## src/rtl/cnn_buf_loader_if.sv

```systemverilog
// Read-request and buffer-write bundle between cnn_buf_loader (master) and the memory/buffer side (slave).
`timescale 1ns/1ps
interface cnn_buf_loader_if #(
  parameter int W_ADDR     = 32,
  parameter int W_DATA     = 64,
  parameter int W_IFM_BUF  = 2,
  parameter int W_BUF_ADDR = 11
);
  logic                  o_rd_req;
  logic [W_ADDR-1:0]     o_rd_addr;
  logic                  i_rd_valid;
  logic [W_DATA-1:0]     i_rd_data;
  logic                  o_buf_we;
  logic                  o_buf_is_filter;
  logic [W_IFM_BUF-1:0]  o_buf_sel;
  logic [W_BUF_ADDR-1:0] o_buf_addr;
  logic [W_DATA-1:0]     o_buf_wdata;

  modport master (
    output o_rd_req, o_rd_addr, o_buf_we, o_buf_is_filter, o_buf_sel, o_buf_addr, o_buf_wdata,
    input  i_rd_valid, i_rd_data
  );

  modport slave (
    input  o_rd_req, o_rd_addr, o_buf_we, o_buf_is_filter, o_buf_sel, o_buf_addr, o_buf_wdata,
    output i_rd_valid, i_rd_data
  );
endinterface

```

## src/rtl/cnn_buf_loader.sv

```systemverilog
// Loads one filter tile, then IFM rows round-robin into a ring of row buffers, one read outstanding
// (1 word / 2 cycles peak, write one cycle after data); stalls in I_CHK while every row buffer is unreleased.
`timescale 1ns/1ps
module cnn_buf_loader #(
  parameter int W_SIZE      = 10,
  parameter int W_CHANNEL   = 5,
  parameter int IFM_BUF_CNT = 4,
  parameter int W_IFM_BUF   = 2,
  parameter int W_ADDR      = 32,
  parameter int W_DATA      = 64,
  parameter int W_BUF_ADDR  = 11
) (
  input  logic                   clk,
  input  logic                   rst,
  input  logic                   q_start,
  input  logic [W_SIZE-1:0]      q_width,
  input  logic [W_SIZE-1:0]      q_height,
  input  logic [W_CHANNEL-1:0]   q_channel,
  input  logic [W_BUF_ADDR-1:0]  q_filter_words,
  input  logic [W_ADDR-1:0]      q_filter_base,
  input  logic [W_ADDR-1:0]      q_ifm_base,
  input  logic                   i_row_release,
  cnn_buf_loader_if.master       bus,
  output logic                   o_filter_buf_done,
  output logic [IFM_BUF_CNT-1:0] o_ifm_buf_done,
  output logic                   o_busy
);
  typedef enum logic [2:0] {S_IDLE, S_F_REQ, S_F_WAIT, S_I_CHK, S_I_REQ, S_I_WAIT, S_FINISH} state_t;

  localparam logic [W_IFM_BUF:0] OCC_FULL = IFM_BUF_CNT[W_IFM_BUF:0];

  state_t                 r_state, w_next;
  logic [W_BUF_ADDR-1:0]  r_filter_words, r_row_words, r_word_cnt;
  logic [W_ADDR-1:0]      r_filter_base, r_row_addr;
  logic [W_SIZE-1:0]      r_height, r_row_cnt;
  logic [W_IFM_BUF-1:0]   r_wr_ptr;
  logic [W_IFM_BUF:0]     r_occ;
  logic                   r_buf_we, r_buf_is_filter;
  logic [W_IFM_BUF-1:0]   r_buf_sel;
  logic [W_BUF_ADDR-1:0]  r_buf_addr;
  logic [W_DATA-1:0]      r_buf_wdata;
  logic                   r_fdone_pend, r_filter_done;
  logic [IFM_BUF_CNT-1:0] r_idone_pend, r_ifm_done;
  logic                   w_rd_req;
  logic [W_ADDR-1:0]      w_rd_addr;
  logic                   w_f_last, w_i_last, w_row_done;
  logic [W_BUF_ADDR-1:0]  w_row_words;

  assign w_row_words = W_BUF_ADDR'(q_width) * W_BUF_ADDR'(q_channel);
  assign w_f_last    = (r_word_cnt == r_filter_words - W_BUF_ADDR'(1));
  assign w_i_last    = (r_word_cnt == r_row_words - W_BUF_ADDR'(1));
  assign w_row_done  = (r_state == S_I_WAIT) && bus.i_rd_valid && w_i_last;

  always_ff @(posedge clk or posedge rst) begin
    if (rst) r_state <= S_IDLE;
    else     r_state <= w_next;
  end

  always_comb begin
    w_next    = r_state;
    w_rd_req  = 1'b0;
    w_rd_addr = '0;
    case (r_state)
      S_IDLE:   if (q_start) w_next = S_F_REQ;
      S_F_REQ: begin
        w_rd_req  = 1'b1;
        w_rd_addr = r_filter_base + W_ADDR'(r_word_cnt);
        w_next    = S_F_WAIT;
      end
      S_F_WAIT: if (bus.i_rd_valid) w_next = w_f_last ? S_I_CHK : S_F_REQ;
      S_I_CHK: begin
        if (r_row_cnt == r_height) w_next = S_FINISH;
        else if (r_occ < OCC_FULL) w_next = S_I_REQ;
      end
      S_I_REQ: begin
        w_rd_req  = 1'b1;
        w_rd_addr = r_row_addr + W_ADDR'(r_word_cnt);
        w_next    = S_I_WAIT;
      end
      S_I_WAIT: if (bus.i_rd_valid) w_next = w_i_last ? S_I_CHK : S_I_REQ;
      S_FINISH: w_next = S_IDLE;
      default:  w_next = S_IDLE;
    endcase
  end

  always_ff @(posedge clk or posedge rst) begin
    if (rst) begin
      r_filter_words  <= '0;
      r_filter_base   <= '0;
      r_height        <= '0;
      r_row_words     <= '0;
      r_row_addr      <= '0;
      r_word_cnt      <= '0;
      r_row_cnt       <= '0;
      r_wr_ptr        <= '0;
      r_occ           <= '0;
      r_buf_we        <= 1'b0;
      r_buf_is_filter <= 1'b0;
      r_buf_sel       <= '0;
      r_buf_addr      <= '0;
      r_buf_wdata     <= '0;
      r_fdone_pend    <= 1'b0;
      r_filter_done   <= 1'b0;
      r_idone_pend    <= '0;
      r_ifm_done      <= '0;
    end else begin
      r_buf_we      <= 1'b0;
      r_fdone_pend  <= 1'b0;
      r_idone_pend  <= '0;
      r_filter_done <= r_fdone_pend;
      r_ifm_done    <= r_idone_pend;
      // A release landing on a row completion cancels it; a release with nothing held is dropped.
      if (w_row_done && !i_row_release)
        r_occ <= r_occ + 1'b1;
      else if (!w_row_done && i_row_release && r_occ != '0)
        r_occ <= r_occ - 1'b1;
      case (r_state)
        S_IDLE: if (q_start) begin
          r_filter_words <= q_filter_words;
          r_filter_base  <= q_filter_base;
          r_height       <= q_height;
          r_row_words    <= w_row_words;
          r_row_addr     <= q_ifm_base;
          r_word_cnt     <= '0;
          r_row_cnt      <= '0;
          r_wr_ptr       <= '0;
          r_occ          <= '0;
        end
        S_F_WAIT: if (bus.i_rd_valid) begin
          r_buf_we        <= 1'b1;
          r_buf_is_filter <= 1'b1;
          r_buf_sel       <= '0;
          r_buf_addr      <= r_word_cnt;
          r_buf_wdata     <= bus.i_rd_data;
          r_word_cnt      <= w_f_last ? '0 : r_word_cnt + 1'b1;
          r_fdone_pend    <= w_f_last;
        end
        S_I_WAIT: if (bus.i_rd_valid) begin
          r_buf_we        <= 1'b1;
          r_buf_is_filter <= 1'b0;
          r_buf_sel       <= r_wr_ptr;
          r_buf_addr      <= r_word_cnt;
          r_buf_wdata     <= bus.i_rd_data;
          if (w_i_last) begin
            r_word_cnt   <= '0;
            r_row_cnt    <= r_row_cnt + 1'b1;
            r_wr_ptr     <= r_wr_ptr + 1'b1;
            r_row_addr   <= r_row_addr + W_ADDR'(r_row_words);
            r_idone_pend <= IFM_BUF_CNT'(1) << r_wr_ptr;
          end else begin
            r_word_cnt   <= r_word_cnt + 1'b1;
          end
        end
        default: ;
      endcase
    end
  end

  assign bus.o_rd_req        = w_rd_req;
  assign bus.o_rd_addr       = w_rd_addr;
  assign bus.o_buf_we        = r_buf_we;
  assign bus.o_buf_is_filter = r_buf_is_filter;
  assign bus.o_buf_sel       = r_buf_sel;
  assign bus.o_buf_addr      = r_buf_addr;
  assign bus.o_buf_wdata     = r_buf_wdata;
  assign o_filter_buf_done   = r_filter_done;
  assign o_ifm_buf_done      = r_ifm_done;
  assign o_busy              = (r_state != S_IDLE);
endmodule

```

## src/flat_wrapper.sv

```systemverilog
// flat-port wrapper written by rule: the top's interface ports become plain ports
module cnn_buf_loader_flat 
#(
  parameter int W_SIZE      = 10,
  parameter int W_CHANNEL   = 5,
  parameter int IFM_BUF_CNT = 4,
  parameter int W_IFM_BUF   = 2,
  parameter int W_ADDR      = 32,
  parameter int W_DATA      = 64,
  parameter int W_BUF_ADDR  = 11
)
  (clk, rst, q_start, q_width, q_height, q_channel, q_filter_words, q_filter_base, q_ifm_base, i_row_release, o_filter_buf_done, o_ifm_buf_done, o_busy, bus_o_rd_req, bus_o_rd_addr, bus_o_buf_we, bus_o_buf_is_filter, bus_o_buf_sel, bus_o_buf_addr, bus_o_buf_wdata, bus_i_rd_valid, bus_i_rd_data);
  cnn_buf_loader_if #(.W_ADDR(W_ADDR), .W_DATA(W_DATA), .W_IFM_BUF(W_IFM_BUF), .W_BUF_ADDR(W_BUF_ADDR)) bus_i ();
  input  logic clk;
  input  logic rst;
  input  logic q_start;
  input  logic [W_SIZE-1:0] q_width;
  input  logic [W_SIZE-1:0] q_height;
  input  logic [W_CHANNEL-1:0] q_channel;
  input  logic [W_BUF_ADDR-1:0] q_filter_words;
  input  logic [W_ADDR-1:0] q_filter_base;
  input  logic [W_ADDR-1:0] q_ifm_base;
  input  logic i_row_release;
  output logic o_filter_buf_done;
  output logic [IFM_BUF_CNT-1:0] o_ifm_buf_done;
  output logic o_busy;
  output wire logic [$bits(bus_i.o_rd_req)-1:0] bus_o_rd_req;
  output wire logic [$bits(bus_i.o_rd_addr)-1:0] bus_o_rd_addr;
  output wire logic [$bits(bus_i.o_buf_we)-1:0] bus_o_buf_we;
  output wire logic [$bits(bus_i.o_buf_is_filter)-1:0] bus_o_buf_is_filter;
  output wire logic [$bits(bus_i.o_buf_sel)-1:0] bus_o_buf_sel;
  output wire logic [$bits(bus_i.o_buf_addr)-1:0] bus_o_buf_addr;
  output wire logic [$bits(bus_i.o_buf_wdata)-1:0] bus_o_buf_wdata;
  input wire logic [$bits(bus_i.i_rd_valid)-1:0] bus_i_rd_valid;
  input wire logic [$bits(bus_i.i_rd_data)-1:0] bus_i_rd_data;
  assign bus_o_rd_req = bus_i.o_rd_req;
  assign bus_o_rd_addr = bus_i.o_rd_addr;
  assign bus_o_buf_we = bus_i.o_buf_we;
  assign bus_o_buf_is_filter = bus_i.o_buf_is_filter;
  assign bus_o_buf_sel = bus_i.o_buf_sel;
  assign bus_o_buf_addr = bus_i.o_buf_addr;
  assign bus_o_buf_wdata = bus_i.o_buf_wdata;
  assign bus_i.i_rd_valid = bus_i_rd_valid;
  assign bus_i.i_rd_data = bus_i_rd_data;
  cnn_buf_loader #(.W_SIZE(W_SIZE), .W_CHANNEL(W_CHANNEL), .IFM_BUF_CNT(IFM_BUF_CNT), .W_IFM_BUF(W_IFM_BUF), .W_ADDR(W_ADDR), .W_DATA(W_DATA), .W_BUF_ADDR(W_BUF_ADDR)) u_core (.clk(clk), .rst(rst), .q_start(q_start), .q_width(q_width), .q_height(q_height), .q_channel(q_channel), .q_filter_words(q_filter_words), .q_filter_base(q_filter_base), .q_ifm_base(q_ifm_base), .i_row_release(i_row_release), .bus(bus_i), .o_filter_buf_done(o_filter_buf_done), .o_ifm_buf_done(o_ifm_buf_done), .o_busy(o_busy));
endmodule
```

## config.mk

```make
export PLATFORM = sky130hd
export DESIGN_NAME = cnn_buf_loader_flat
export DESIGN_NICKNAME = d
export VERILOG_FILES = /design/src/rtl/cnn_buf_loader_if.sv /design/src/rtl/cnn_buf_loader.sv /design/src/flat_wrapper.sv
export SDC_FILE = /design/constraint.sdc
export NUM_CORES = 1
export LEC_CHECK = 0
export BUFFER_PORTS_ARGS = -buffer_cell sky130_fd_sc_hd__buf_4
export CAP_MARGIN = 20
export CORE_MARGIN = 10
export CORE_UTILIZATION = 49
export CTS_CLUSTER_SIZE = 28
export DETAILED_ROUTE_END_ITERATION = 10
export PLACE_DENSITY = 0.73
export SETUP_SLACK_MARGIN = 0.05
export SLEW_MARGIN = 20
export SYNTH_ARGS = -nofsm -noshare
export SYNTH_HDL_FRONTEND = slang
export SYNTH_SLANG_ARGS = --single-unit
```

## constraint.sdc

```tcl
create_clock -name clk -period 7.3 [get_ports clk]
set_input_delay 1.46 -clock clk [delete_from_list [all_inputs] [get_ports clk]]
set_output_delay 1.46 -clock clk [all_outputs]
set_load 0.01 [all_outputs]
```

### Word-level counts from Yosys, hierarchy flattened

Index checks and enable logic that the tools add are counted.

* add/sub/neg operators: 10
* $mul: 1
* $lt $le $gt $ge: 1
* equal/unequal tests: 13
* shift-type cells: 1
* multiplexer cells: 45
* reductions and logical operators: 21

Operators by type and width (count)
* one-hot mux 32 bit (2 select lines): 2
* adder 32 x 11 -> 32 bit: 3
* 2-to-1 mux 32 bit: 3
* 2-to-1 mux 11 bit: 5
* one-hot mux 11 bit (3 select lines): 1
* 2-to-1 mux 10 bit: 3
* 2-to-1 mux 3 bit: 10
* == test 11 bit: 2
* subtractor 11 x 1 -> 11 bit, second input constant: 2
* one-hot mux 10 bit (2 select lines): 1
* one-hot mux 3 bit (6 select lines): 1
* 2-to-1 mux 2 bit: 6
* 2-to-1 mux 4 bit: 3
* AND reduction 4 bit: 3
* adder 11 x 1 -> 11 bit, second input constant: 1
* multiplier 10 x 5 -> 11 bit: 1
* adder 10 x 1 -> 10 bit, second input constant: 1
* == test 10 bit: 1
* nonzero test 3 bit: 3
* one-hot mux 2 bit (2 select lines): 2
* 2-to-1 mux 1 bit: 7
* == test 3 x 2 -> 1 bit, second input constant: 2
* == test 3 bit, second input constant: 2
* != test 2 bit, second input constant: 3
* 16 further kinds: 24

* flip-flop bits (word level): 214
* bits of input ports: 169
* output and inout bits: 118
* word-level logic and storage cells: 111

### Depth between registers and ports, before layout

* depth in word-level cells: 10
* depth in mapped cells: 18
* depth with buffers taken out: 15

### Least setup slack after synthesis

OpenSTA, ideal clock, no wires.

* kind: register to output
* start: reg u_core.r_state[2]
* end: out bus_o_rd_addr[22]
* arrival time: 4407 ps
* required time: 5840 ps
* path slack: 1433 ps
* stages on the path, launching flop included: 18
* buffers on the path: 5
* cell sequence: dfrtp_1 > buf_2 > nor3b_1 > clkbuf_1 > buf_1 > buf_2 > clkbuf_1 > nand2_1 > nand2_1 > ha_1 > fa_1 > a21oi_1 > o21bai_1 > a211oi_1 > o31ai_1 > nand2_1 > or4_1 > a221oi_1

* cells in the longest elaborated chain, start to end: 2
* elaborated cells between the ends (all ways): 3
* those cells by class: eq/ne (2); mux (1)

RTL lines
* start, declared: line cnn_buf_loader.sv:32 `state_t r_state, w_next;`
* start signal, assigned: line cnn_buf_loader.sv:56 `else r_state <= w_next;`
* == test 3 bit / == test 3 x 1 -> 1 bit (equally long branches): line cnn_buf_loader.sv:63 `case (r_state)`
* one-hot mux 32 bit (2 select lines) (*): line cnn_buf_loader.sv:63
* end, declared: line flat_wrapper.sv:28 `output wire logic [$bits(bus_i.o_rd_addr)-1:0] bus_o_rd_addr;`

Every way passes the cells marked *; elsewhere a longest branch is shown, timed or not.

### Worst setup path after layout

* start: reg u_core.r_state[0]
* end: out bus_o_rd_addr[22]

The elaborated chain is that of the path after synthesis.

==> results.yml <==
status:
  status: "finished clean"
global_routing:
  antenna_found_initial: 1
  grt_pass1_wl_mm: 59.14
  grt_start_max_net_pins: 171
  grt.total_usage_pct: 21.19
  grt_pass1_vias: 11420
  overflow: 0
hold_path:
  worstHoldEndpoint: "u_core.o_ifm_buf_done[2]$_DFF_PP0_"
  hold_depth: 0
  hold_class: "flip-flop to flip-flop"
  hp-start: "u_core.r_idone_pend[2]$_DFF_PP0_"
floorplan:
  die_x_um: 183.2
  start_util_pct: 49.95
  coreArea_um2: 26130
  io_pins: 287
  rows: 59
  die-area_um2: 33570
  die_y_um: 183.2
place:
  post-place-ws_ns: 1.628
  dpl.hpwl_mm: 27.93
  place_congestion: 0.8846
  port_buffers: 286
cts:
  cts_hold_buf: 0
  insertion_delay_ns: 0.54
  htreeDepth: 1
  cts_tree: "built"
  post_cts_buffers: 0
  cts_root_buffer: "clkbuf_16"
  cts_buffers: 25
  path_clk_slew_ns: 0.06
  cts_max_path_buffers: 3
  clock-sinks: 214
  cts_resized: 0
logic_synthesis:
  postSynthAreaPerCell_um2: 8.184
  synth-edff-count: 0
  synth_top_area_share_pct: 41.02
  syn_inst: 1595
  yosys-top-cells-area: "dfrtp_1, nand2_1, ha_1"
  synth_cell_type_count: 70
  synth_nets: 1832
  synth_ff_type: "dfrtp_1"
  ys_ff_latch: 214
  ys_async_sr_fraction_pct: 100.0
  netlist_area_um2: 13050
  synth_top_cell_by_area: "dfrtp_1"
  seq_area_frac_synth_pct: 41.02
  yosys_warnings: 0
layout:
  layout_common_cells: "nand2_1, buf_4, dfrtp_1"
  areaGrowthSynthToFinish_pct: 24.37
  drive_above_1_share_pct: 19.34
  final_common_cell: "nand2_1"
  final_nets: 2071
  num-fill-cells: 2314
drt:
  drtIter0Drc: 987
  wl_per_cell_um: 17.03
  wl_met3_mm: 1.722
  drtPass1Iterations: 5
  via_per_inst: 5.361
  top_layer: "met4"
  routed-via-count: 11730
  antenna_left: 0
  wirelength_mm: 37.25
  drc_errors: 0
  wl_met1_mm: 15.45
  dr_wl_met2_mm: 18.95
timing:
  finalClockSkew_ns: 0.02103
  finalMaxSlewViolations: 0
  rsz0062_at_grt: "false"
  setup_tns_ns: 0
  worst_pin_slew_ns: 0.9713
  setup_ws_ns: 1.026
  relSlewSlack_pct: 35.25
  period_needed_ns: 6.274
  finalHoldViolations: 0
  fmax_mhz: 159.4
  finalCritPeriodShare_pct: 85.94
  finalSetupViolCount: 0
critical_path:
  rrSetupSlack_ns: 3.56
  worstPathMaxFanout: 31
  crit_slowest_cell: "or3b_2"
  required_ns: 5.84
  path_class: "flip-flop to primary output"
  crit_chain: "or3b_2 -> o21ai_0 -> fa_1 -> a21oi_1 -> o21bai_1 -> a211oi_1 -> o31ai_1 -> nand2_1 -> or4_1 -> a221oi_1 -> buf_4"
  rr_endpoint: "u_core.r_row_addr[17]$_DFFE_PP0P_"
  worstSetupStartpointType: "flip-flop"
  r2r_cells: 11
  cp_num_buf_inv: 1
  r2r_start: "u_core.r_row_words[0]$_DFFE_PP0P_"
  cp_top_family: "compound AO/OA/AOI/OAI gates"
  crit_arrival_ns: 4.81
  slowest_delay_ns: 0.83
  critPathCaptureType: "primary output"
power_and_ir_drop:
  p_per_area_nw_per_um2: 383.9
  vdd_drop_max_uv: 233.0
  p_total_uw: 6233
  cellLeakagePower_uw: 0.008142
run:
  drv_cap: 0
-- worst max path at each step --
stage / to / cells after the start / from
finish: bus_o_rd_addr[22] / 11 / u_core.r_state[0]$_DFFE_PP0P_
global route: bus_o_rd_addr[22] / 11 / u_core.r_state[0]$_DFFE_PP0P_
CTS: bus_o_rd_addr[22] / 11 / u_core.r_state[0]$_DFFE_PP0P_
detailed placement: bus_o_rd_addr[22] / 11 / u_core.r_state[0]$_DFFE_PP0P_
global placement: bus_o_rd_addr[22] / 11 / u_core.r_state[0]$_DFFE_PP0P_
floorplan: bus_o_rd_addr[22] / 17 / u_core.r_state[2]$_DFFE_PP0P_
-- cell type report --
cell class	count	area [µm²]	area share, %
flip-flops and latches	214	5355	32.98
clock buffers	37	740.7	4.562
inverters	50	191.4	1.179
multi-input cells	1244	7191	44.29
clock inverters	7	78.83	0.4855
diodes	1	2.502	0.01541
well taps	335	419.2	2.582
repair buffers	299	2257	13.90
-- metal layers --
metal  vias up  global-route usage [%]
li1       5781                       -
met1      5574                   26.29
met2       296                   36.89
met3        74                   2.885
met4         0                   7.672
met5         -                       0
-- sequential cells by signal, indices dropped and copies added (netlist names), 10 cells and up --
register                flops
u_core.bus.o_buf_wdata     64
u_core.r_filter_base       32
u_core.r_row_addr          32
u_core.bus.o_buf_addr      11
u_core.r_filter_words      11
u_core.r_row_words         11
u_core.r_word_cnt          11
u_core.r_height            10
u_core.r_row_cnt           10
-- kinds of logic (layout without fill, tap and decap cells) --
family / count (synthesis) / count (layout) / synth area share, %
buffers and inverters: 137 / 393 / 4.083
AO/OA/AOI/OAI: 256 / 256 / 12.16
AND/OR/NAND/NOR: 801 / 801 / 26.58
other: 0 / 1 / 0
XOR/XNOR: 93 / 93 / 6.345
flip-flops: 214 / 214 / 41.02
adder cells (fa/ha/maj): 68 / 68 / 7.783
multiplexers: 26 / 26 / 2.022
-- stage by stage --
| stage | cell area (µm²) | hold slack [ns] | instances | utilization, % |
|---|---|---|---|---|
| floorplan | 13060 | 0.3312 | 1595 | - |
| global placement | 15410 | 0.3336 | 2142 | 58.96 |
| detailed placement | 15410 | 0.3347 | 2142 | 58.96 |
| CTS | 16230 | 0.3499 | 2186 | 62.10 |
| global route | 16240 | 0.3546 | 2187 | 62.13 |
| finish | 16240 | 0.3503 | 2187 | 62.13 |
-- cell usage after synthesis (7+ instances only) --
cell       count
or3_1          8
a211oi_1      10
nand4_1       16
nor3b_1        7
a2bb2oi_1      8
nand3_1       45
mux2i_1       23
xnor2_1       65
and3_1        12
o21bai_1       7
a21oi_1       67
buf_2          9
clkbuf_1      72
inv_1         50
ha_1          46
and2_1        43
nand2_1      529
nor3_1        20
a21o_1        17
nand2b_1       8
xor2_1        27
o21ai_1       12
o21ai_0       63
a31oi_1       18
dfrtp_1      214
fa_1          22
o22ai_1       11
nor2b_1       11
nor2_1        81
-- power breakdown --
group | internal, µW | switching (µW)
Sequential | 1630 | 463
Combinational | 1290 | 1610
Clock | 738 | 498
Total | 3660 | 2570
Note: power is estimated with default switching activity, not from simulation.
